$ cat config.mk
export PLATFORM = sky130hd
export DESIGN_NAME = alu_n
export DESIGN_NICKNAME = d
export VERILOG_FILES = /design/src/rtl/alu_n.sv
export SDC_FILE = /design/constraint.sdc
export NUM_CORES = 1
export LEC_CHECK = 0
export CORE_UTILIZATION = 30
export DETAILED_ROUTE_END_ITERATION = 10
export SLEW_MARGIN = 20
export SYNTH_ARGS = -nofsm -noshare
export SYNTH_HDL_FRONTEND = slang
export SYNTH_SLANG_ARGS = --single-unit
$ cat constraint.sdc
create_clock -name clock -period 1.1 [get_ports clock]
set_input_delay 0.33 -clock clock [delete_from_list [all_inputs] [get_ports clock]]
set_output_delay 0.33 -clock clock [all_outputs]
set_load 0.02 [all_outputs]
$ cat src/rtl/alu_n.sv
// alu_n: registered N-bit ALU with start/done handshake, zero/carry/overflow
// flags and signed set-less-than. Defining ALU_MULT_EN compiles in an
// iterative shift-add multiplier (op 1000) that holds busy for WIDTH cycles.
// Without ALU_MULT_EN, op 1000 behaves like any undefined code.
module alu_n #(
  parameter int WIDTH = 32
) (
  input  logic             clock,
  input  logic             reset,
  input  logic             start,
  input  logic [3:0]       alu_control,
  input  logic [WIDTH-1:0] data_in_0,
  input  logic [WIDTH-1:0] data_in_1,
  output logic [WIDTH-1:0] result,
  output logic [WIDTH-1:0] result_hi,
  output logic             zero,
  output logic             carry_out,
  output logic             overflow,
  output logic             busy,
  output logic             done
);

  localparam logic [3:0] OP_AND  = 4'b0000;
  localparam logic [3:0] OP_OR   = 4'b0001;
  localparam logic [3:0] OP_ADD  = 4'b0010;
  localparam logic [3:0] OP_SUB  = 4'b0110;
  localparam logic [3:0] OP_SLT  = 4'b0111;
  localparam logic [3:0] OP_NOR  = 4'b1100;
`ifdef ALU_MULT_EN
  localparam logic [3:0] OP_MULT = 4'b1000;
  localparam int         CW      = $clog2(WIDTH) + 1;
  localparam logic [CW-1:0] CNT_LAST = CW'(WIDTH - 1);

  typedef enum logic [0:0] {ST_IDLE = 1'b0, ST_MUL = 1'b1} state_e;

  state_e             state_q, state_d;
  logic               busy_q, busy_d;
  logic [CW-1:0]      cnt_q, cnt_d;
  logic [WIDTH-1:0]   mcand_q, mcand_d;
  logic [2*WIDTH-1:0] acc_q, acc_d;
  logic [WIDTH-1:0]   result_hi_q, result_hi_d;
  logic [WIDTH:0]     hi_add_s;
  logic [2*WIDTH:0]   step_s;
`endif

  logic [WIDTH-1:0] result_q, result_d;
  logic             zero_q, zero_d;
  logic             carry_q, carry_d;
  logic             ovf_q, ovf_d;
  logic             done_q, done_d;

  logic [WIDTH:0]   sum_s;
  logic [WIDTH:0]   diff_s;
  logic             add_ovf_s;
  logic             sub_ovf_s;
  logic [WIDTH-1:0] alu_res_s;
  logic             alu_c_s;
  logic             alu_v_s;

  // Single-cycle datapath: A+B and A+~B+1 share the sign/overflow logic used by SLT.
  always_comb begin
    sum_s     = {1'b0, data_in_0} + {1'b0, data_in_1};
    diff_s    = {1'b0, data_in_0} + {1'b0, ~data_in_1} + {{WIDTH{1'b0}}, 1'b1};
    add_ovf_s = (data_in_0[WIDTH-1] == data_in_1[WIDTH-1]) &&
                (sum_s[WIDTH-1] != data_in_0[WIDTH-1]);
    sub_ovf_s = (data_in_0[WIDTH-1] != data_in_1[WIDTH-1]) &&
                (diff_s[WIDTH-1] != data_in_0[WIDTH-1]);
    alu_res_s = {WIDTH{1'b0}};
    alu_c_s   = 1'b0;
    alu_v_s   = 1'b0;
    case (alu_control)
      OP_AND: alu_res_s = data_in_0 & data_in_1;
      OP_OR:  alu_res_s = data_in_0 | data_in_1;
      OP_ADD: begin
        alu_res_s = sum_s[WIDTH-1:0];
        alu_c_s   = sum_s[WIDTH];
        alu_v_s   = add_ovf_s;
      end
      OP_SUB: begin
        alu_res_s = diff_s[WIDTH-1:0];
        alu_c_s   = diff_s[WIDTH];
        alu_v_s   = sub_ovf_s;
      end
      // Sign of A-B corrected by overflow gives the true signed comparison.
      OP_SLT: alu_res_s = {{(WIDTH-1){1'b0}}, diff_s[WIDTH-1] ^ sub_ovf_s};
      OP_NOR: alu_res_s = ~(data_in_0 | data_in_1);
      default: begin
        alu_res_s = {WIDTH{1'b0}};
        alu_c_s   = 1'b0;
        alu_v_s   = 1'b0;
      end
    endcase
  end

`ifdef ALU_MULT_EN
  // One shift-add step: conditionally add multiplicand into the upper half, then shift right.
  always_comb begin
    hi_add_s = {1'b0, acc_q[2*WIDTH-1:WIDTH]} + {1'b0, mcand_q};
    if (acc_q[0]) begin
      step_s = {hi_add_s, acc_q[WIDTH-1:0]};
    end else begin
      step_s = {1'b0, acc_q};
    end
  end
`endif

  // Next-state logic: outputs hold until an operation completes.
  always_comb begin
    result_d = result_q;
    zero_d   = zero_q;
    carry_d  = carry_q;
    ovf_d    = ovf_q;
    done_d   = 1'b0;
`ifdef ALU_MULT_EN
    state_d     = state_q;
    busy_d      = busy_q;
    cnt_d       = cnt_q;
    mcand_d     = mcand_q;
    acc_d       = acc_q;
    result_hi_d = result_hi_q;
    case (state_q)
      ST_IDLE: begin
        if (start && (alu_control == OP_MULT)) begin
          mcand_d = data_in_0;
          acc_d   = {{WIDTH{1'b0}}, data_in_1};
          cnt_d   = {CW{1'b0}};
          busy_d  = 1'b1;
          state_d = ST_MUL;
        end else if (start) begin
          result_d    = alu_res_s;
          result_hi_d = {WIDTH{1'b0}};
          zero_d      = (alu_res_s == {WIDTH{1'b0}});
          carry_d     = alu_c_s;
          ovf_d       = alu_v_s;
          done_d      = 1'b1;
        end else begin
          state_d = ST_IDLE;
        end
      end
      ST_MUL: begin
        acc_d = step_s[2*WIDTH:1];
        if (cnt_q == CNT_LAST) begin
          result_d    = step_s[WIDTH:1];
          result_hi_d = step_s[2*WIDTH:WIDTH+1];
          zero_d      = (step_s[WIDTH:1] == {WIDTH{1'b0}});
          carry_d     = 1'b0;
          ovf_d       = 1'b0;
          done_d      = 1'b1;
          busy_d      = 1'b0;
          state_d     = ST_IDLE;
        end else begin
          cnt_d = cnt_q + CW'(1);
        end
      end
      default: begin
        state_d = ST_IDLE;
        busy_d  = 1'b0;
      end
    endcase
`else
    if (start) begin
      result_d = alu_res_s;
      zero_d   = (alu_res_s == {WIDTH{1'b0}});
      carry_d  = alu_c_s;
      ovf_d    = alu_v_s;
      done_d   = 1'b1;
    end else begin
      done_d = 1'b0;
    end
`endif
  end

  // State and output registers; reset clears everything except zero, which tracks result==0.
  always_ff @(posedge clock or posedge reset) begin
    if (reset) begin
      result_q <= {WIDTH{1'b0}};
      zero_q   <= 1'b1;
      carry_q  <= 1'b0;
      ovf_q    <= 1'b0;
      done_q   <= 1'b0;
`ifdef ALU_MULT_EN
      state_q     <= ST_IDLE;
      busy_q      <= 1'b0;
      cnt_q       <= {CW{1'b0}};
      mcand_q     <= {WIDTH{1'b0}};
      acc_q       <= {(2*WIDTH){1'b0}};
      result_hi_q <= {WIDTH{1'b0}};
`endif
    end else begin
      result_q <= result_d;
      zero_q   <= zero_d;
      carry_q  <= carry_d;
      ovf_q    <= ovf_d;
      done_q   <= done_d;
`ifdef ALU_MULT_EN
      state_q     <= state_d;
      busy_q      <= busy_d;
      cnt_q       <= cnt_d;
      mcand_q     <= mcand_d;
      acc_q       <= acc_d;
      result_hi_q <= result_hi_d;
`endif
    end
  end

  assign result    = result_q;
  assign zero      = zero_q;
  assign carry_out = carry_q;
  assign overflow  = ovf_q;
  assign done      = done_q;
`ifdef ALU_MULT_EN
  assign busy      = busy_q;
  assign result_hi = result_hi_q;
`else
  assign busy      = 1'b0;
  assign result_hi = {WIDTH{1'b0}};
`endif

endmodule

# Word-level counts from Yosys, hierarchy flattened
# Index checks and enable logic that the tools add are counted.
[op_classes]
addsub = 3
n_mul = 0
div_mod_pow = 0
n_lt_le_gt_ge = 0
eq_ne = 9
shift = 0
muxes = 4
bitwise_logic = 5
n_reduce_logical = 4
[ops]
columns = ["op", "n"]
rows = [
  ["one-hot mux 32 bit (6 select lines)", 1],
  ["adder 32 x 32 -> 33 bit", 2],
  ["inverter 32 bit", 2],
  ["adder 33 x 1 -> 33 bit (second input constant)", 1],
  ["AND 32 bit", 1],
  ["zero test 32 bit", 1],
  ["OR 32 bit", 1],
  ["equality test 4 x 3 -> 1 bit (second input constant)", 2],
  ["equality test 4 x 1 -> 1 bit (second input constant)", 1],
  ["equality test 4 x 2 -> 1 bit (second input constant)", 1],
  ["equality test 4 bit (second input constant)", 1],
  ["zero test 4 bit", 1],
  ["one-hot mux 1 bit (2 select lines)", 2],
  ["!= test 1 bit", 3],
  ["logical AND 1 bit", 2],
  ["equality test 1 bit", 1],
  ["two-way mux 1 bit", 1],
  ["bitwise XOR 1 bit", 1],
]
[word_totals]
reg_bits = 36
latchBits = 0
ramBits = 0
romBits = 0
in_bits = 71
elab_cells = 30
n_memories = 0

# Depth between registers and ports, before layout
[logic_depth]
ltp_word = 8
depth_mapped = 25
depth_no_buf = 24

# Least setup slack after synthesis
# Ideal clock, no wire load.
[synth_path]
kind = "input to register"
startpoint = "in data_in_0[7]"
endpoint = "reg zero_q (netlist: zero)"
t_arrival_ps = 4346
t_required_ps = 1027
setup_slack_ps = -3320
path_stages = 25
n_path_buf = 1
path_cell_list = "inv_1 -> ha_1 -> buf_2 -> or3_1 -> nor4_1 -> o21ai_1 -> nor3b_2 -> a21o_1 -> a311oi_2 -> a21oi_1 -> o21bai_1 -> a21oi_1 -> o21bai_1 -> fa_1 -> nand3b_1 -> a21oi_1 -> a221oi_1 -> nand2_1 -> nor4_1 -> nand4_1 -> nor4_1 -> nand4_1 -> nor4_1 -> nand4_1 -> o2bb2ai_1"
[synth_between]
elab_chain_len = 7
word_cells_on_any_way = 11
cone_classes = "add/sub: 3; eq/ne: 1; mux: 1; bitwise: 4; reduce/logical: 2"
[synth_rtl]
columns = ["item", "line", "source"]
rows = [
  ["from (decl)", "12", "input logic [WIDTH-1:0] data_in_0,"],
  ["adder 32 x 32 -> 33 bit", "63", "diff_s = {1'b0, data_in_0} + {1'b0, ~data_in_1} + {{WIDTH{1'b0}}, 1'b1};"],
  ["adder 33 x 1 -> 33 bit", "63", ""],
  ["!= test 1 bit", "67", "(diff_s[WIDTH-1] != data_in_0[WIDTH-1]);"],
  ["logical AND 1 bit", "66", "sub_ovf_s = (data_in_0[WIDTH-1] != data_in_1[WIDTH-1]) &&"],
  ["bitwise XOR 1 bit", "85", "OP_SLT: alu_res_s = {{(WIDTH-1){1'b0}}, diff_s[WIDTH-1] ^ sub_ovf_s};"],
  ["one-hot mux 32 bit (6 select lines) *", "71", "case (alu_control)"],
  ["zero test 32 bit *", "163", "zero_d = (alu_res_s == {WIDTH{1'b0}});"],
  ["to (signal assigned)", "191", "zero_q <= zero_d;"],
  ["to (decl)", "47", "logic zero_q, zero_d;"],
]
# Mark *: on every way between the ends. The rest lies on a longest branch, timed or not.
# A chain may end at the register's enable or synchronous reset.

# Final worst setup path
# Same ends and word-level chain as after synthesis.

==> results.py <==
metrics = {
    "routing": {
        "routed_via_density": 5.41,
        "ant_nets": 0,
        "wl_um": 33900,
        "drc": 0,
        "wire_per_inst_um": 18.5,
        "drt-initial-drc-count": 634,
        "drt_first_pass_iters": 5,
        "vias": 9928,
    },
    "global_route": {
        "first_global_vias": 9946,
        "antenna_found_initial": 0,
        "grt_start_max_net_pins": 53,
        "grtUsageTotal_pct": 26.3,
        "grt_overflow": 0,
        "grt_pass1_wl_um": 51400,
    },
    "timing": {
        "finalWorstPathRequiredPeriod_ns": 4.14,
        "hold_ws_ns": 0.332,
        "slew_headroom_pct": 53.5,
        "setup_violations": 71,
        "slew_violations": 0,
        "rsz0062_at_grt": "yes",
        "max_freq_mhz": 241,
        "tightest_slew_ns": 0.697,
        "timing.final.crit_share_pct": 377,
        "skew_ns": 0,
        "final-hold-violation-count": 0,
        "setup_ws_ns": -3.04,
        "tns_ns": -65.26,
    },
    "placement": {
        "pre_cts_slack_ns": -4.03,
        "dp.cells": 1748,
        "dp_hpwl_um": 24900,
        "placed_cell_area_um2": 11700,
        "finalWeightedCongestion": 0.958,
        "port_buffers": 106,
    },
    "synth": {
        "synthArstFlopShare_pct": 100,
        "synth.top_cells.by_area": "ha_1 (19%), dfrtp_1 (12%), a21oi_1 (6.3%), nor2_1 (5.0%), inv_1 (4.9%)",
        "synth_cell_types": 85,
        "synth.most_common_cell": "ha_1",
        "synth-edff-count": 0,
        "synthFlopType": "dfrtp_1",
        "syn_avg_cell_area_um2": 7.31,
        "ys_seq_area_share_pct": 12.3,
        "yosys.area.top_type": "ha_1",
        "ys_ff_latch": 36,
        "ys_warn_count": 0,
        "syn-cell-area_um2": 7310,
        "synth_common_cells": "ha_1 (109), nor2_1 (97), inv_1 (96)",
        "synthDominantCellAreaShare_pct": 18.7,
        "syn_inst": 1000,
    },
    "cells_and_area": {
        "design_area_um2": 14200,
        "layout.cells.non_filler": 1835,
        "final_util_pct": 59.8,
        "n_antenna_cell": 0,
        "area_growth_syn_to_layout_pct": 93.8,
        "drive_above_1_share_pct": 54.6,
        "fin_nets": 1698,
    },
    "critical_path": {
        "start_kind": "input port",
        "cp_max_fo": 2,
        "crit_family": "simple AND/OR/NAND/NOR gates",
        "path_class": "input port to flop",
        "cp.buffers_inverters": 2,
        "cp_slowest_stage_delay_ns": 0.42,
        "cp.arrival_ns": 4.36,
        "crit_required_ns": 1.32,
        "cp-end-kind": "flop",
        "slowest_stage": "or3_4",
    },
    "flow_run": {
        "cap_violations": 0,
    },
    "floorplan": {
        "io_pins": 140,
        "start_util_pct": 30.9,
        "std_cell_rows": 56,
        "chipHeight_um": 158,
        "dieWidth_um": 158,
        "core_um2": 23700,
        "die_area_um2": 25000,
    },
    "outcome": {
        "outcome": "finished with violations",
        "violations": "setup timing",
    },
    "clocking": {
        "hold_buffers": 0,
        "cts_buffer_depth": 2,
        "clkSlewWorstSetupHoldPaths_ns": 0.06,
        "numCtsBuffers": 5,
        "clkLatencyLatePin_ns": 0.28,
        "cts_tree": "done",
        "root_buffer": "clkbuf_16",
        "cts_max_level": 2,
        "cts.sinks": 36,
    },
    "pwr": {
        "total_power_mw": 10.8,
        "leakagePower_nw": 6.55,
        "power.density_nw_per_um2": 764,
        "ir_drop_v": 0.000697,
    },
    "worst_hold_path": {
        "worst_hold_path_type": "input port to async pin",
    },
}
==> where the power goes <==
part / switching (mW) / internal, mW
clock: 0.584 / 1.07
sequential: 0.161 / 1.51
combinational: 3.72 / 3.78
==> worst paths after layout <==
path / to / cells after the start / slack, ns / from
min: done$_DFF_PP0_ / 2 / 0.33 / reset
min reg2reg: zero$_DFFE_PP1P_ / 1 / 0.51 / zero$_DFFE_PP1P_
max in group asynchronous: result[12]$_DFFE_PP0P_ / 3 / 0.42 / reset
min in group clock: zero$_DFFE_PP1P_ / 1 / 0.51 / zero$_DFFE_PP1P_
max: zero$_DFFE_PP1P_ / 25 / -3.04 / data_in_0[7]
max reg2reg: result[14]$_DFFE_PP0P_ / 2 / 0.13 / result[14]$_DFFE_PP0P_
==> sequential cells by signal (all words and copies together) (netlist names) <==
register	cells
result	32
carry_out	1
done	1
overflow	1
zero	1
==> area by class of cell <==
class                      count  area (µm²)
clock inverter                 3        42.5
fill                        2034        9510
clock buffer                   5         125
sequential                    36         905
inverter                      98         413
multi-input combinational    805        7380
timing repair buffer         569        4900
tap                          319         399
==> cells in the final DEF, fill, tap and decap left out, types with 8 or more instances in the layout <==
| master | Yosys | layout |
|---|---|---|
| inv_1 | 96 | 46 |
| conb_1 | 1 | 33 |
| o21ai_1 | 6 | 8 |
| buf_6 | 0 | 99 |
| buf_2 | 4 | 8 |
| dlygate4sd2_1 | 0 | 17 |
| dlymetal6s2s_1 | 0 | 11 |
| a21oi_2 | 0 | 34 |
| a21oi_4 | 0 | 12 |
| a21o_1 | 15 | 15 |
| ha_4 | 0 | 26 |
| inv_2 | 2 | 43 |
| nor2_2 | 0 | 8 |
| nor3_1 | 16 | 10 |
| a211oi_1 | 18 | 9 |
| nor2_4 | 0 | 8 |
| a31oi_4 | 0 | 8 |
| o21bai_1 | 14 | 11 |
| a221o_1 | 12 | 12 |
| buf_4 | 33 | 394 |
| nor2_1 | 97 | 81 |
| nand2_1 | 46 | 38 |
| o211ai_1 | 11 | 11 |
| a22oi_1 | 22 | 21 |
| a21oi_1 | 92 | 46 |
| o31a_1 | 8 | 8 |
| nand2b_1 | 11 | 9 |
| nand3_1 | 16 | 13 |
| clkdlybuf4s50_1 | 0 | 19 |
| a31oi_1 | 18 | 9 |
| dfrtp_1 | 35 | 33 |
| ha_1 | 109 | 79 |
| o21ai_0 | 48 | 37 |
==> layer usage <==
layer | up-vias | global-route usage (%) | wire (µm)
met4 | 0 | 11.3 | 1470
met3 | 107 | 4.11 | 2330
met2 | 443 | 45.3 | 16300
li1 | 4646 | - | -
met1 | 4732 | 32.2 | 13800
met5 | - | 0 | 0
==> cells by family after synthesis <==
family	share of synthesized area [%]
flops	12.3
mux	2.36
other cells	0.0513
xor+xnor	0.359
fa+ha+maj	19.5
simple gates	18.3
compound gates	35.5
buf+inv	11.6
==> repair_timing <==
| action | CTS | global route |
|---|---|---|
| setup buffers | 61 | 33 |
| pin swaps | 119 | 84 |
| gates cloned | 1 | 0 |
| endpoints found under the setup margin | 71 | 71 |
| resized for setup | 566 | 134 |
No activity file was read; power rests on OpenSTA's default activity.
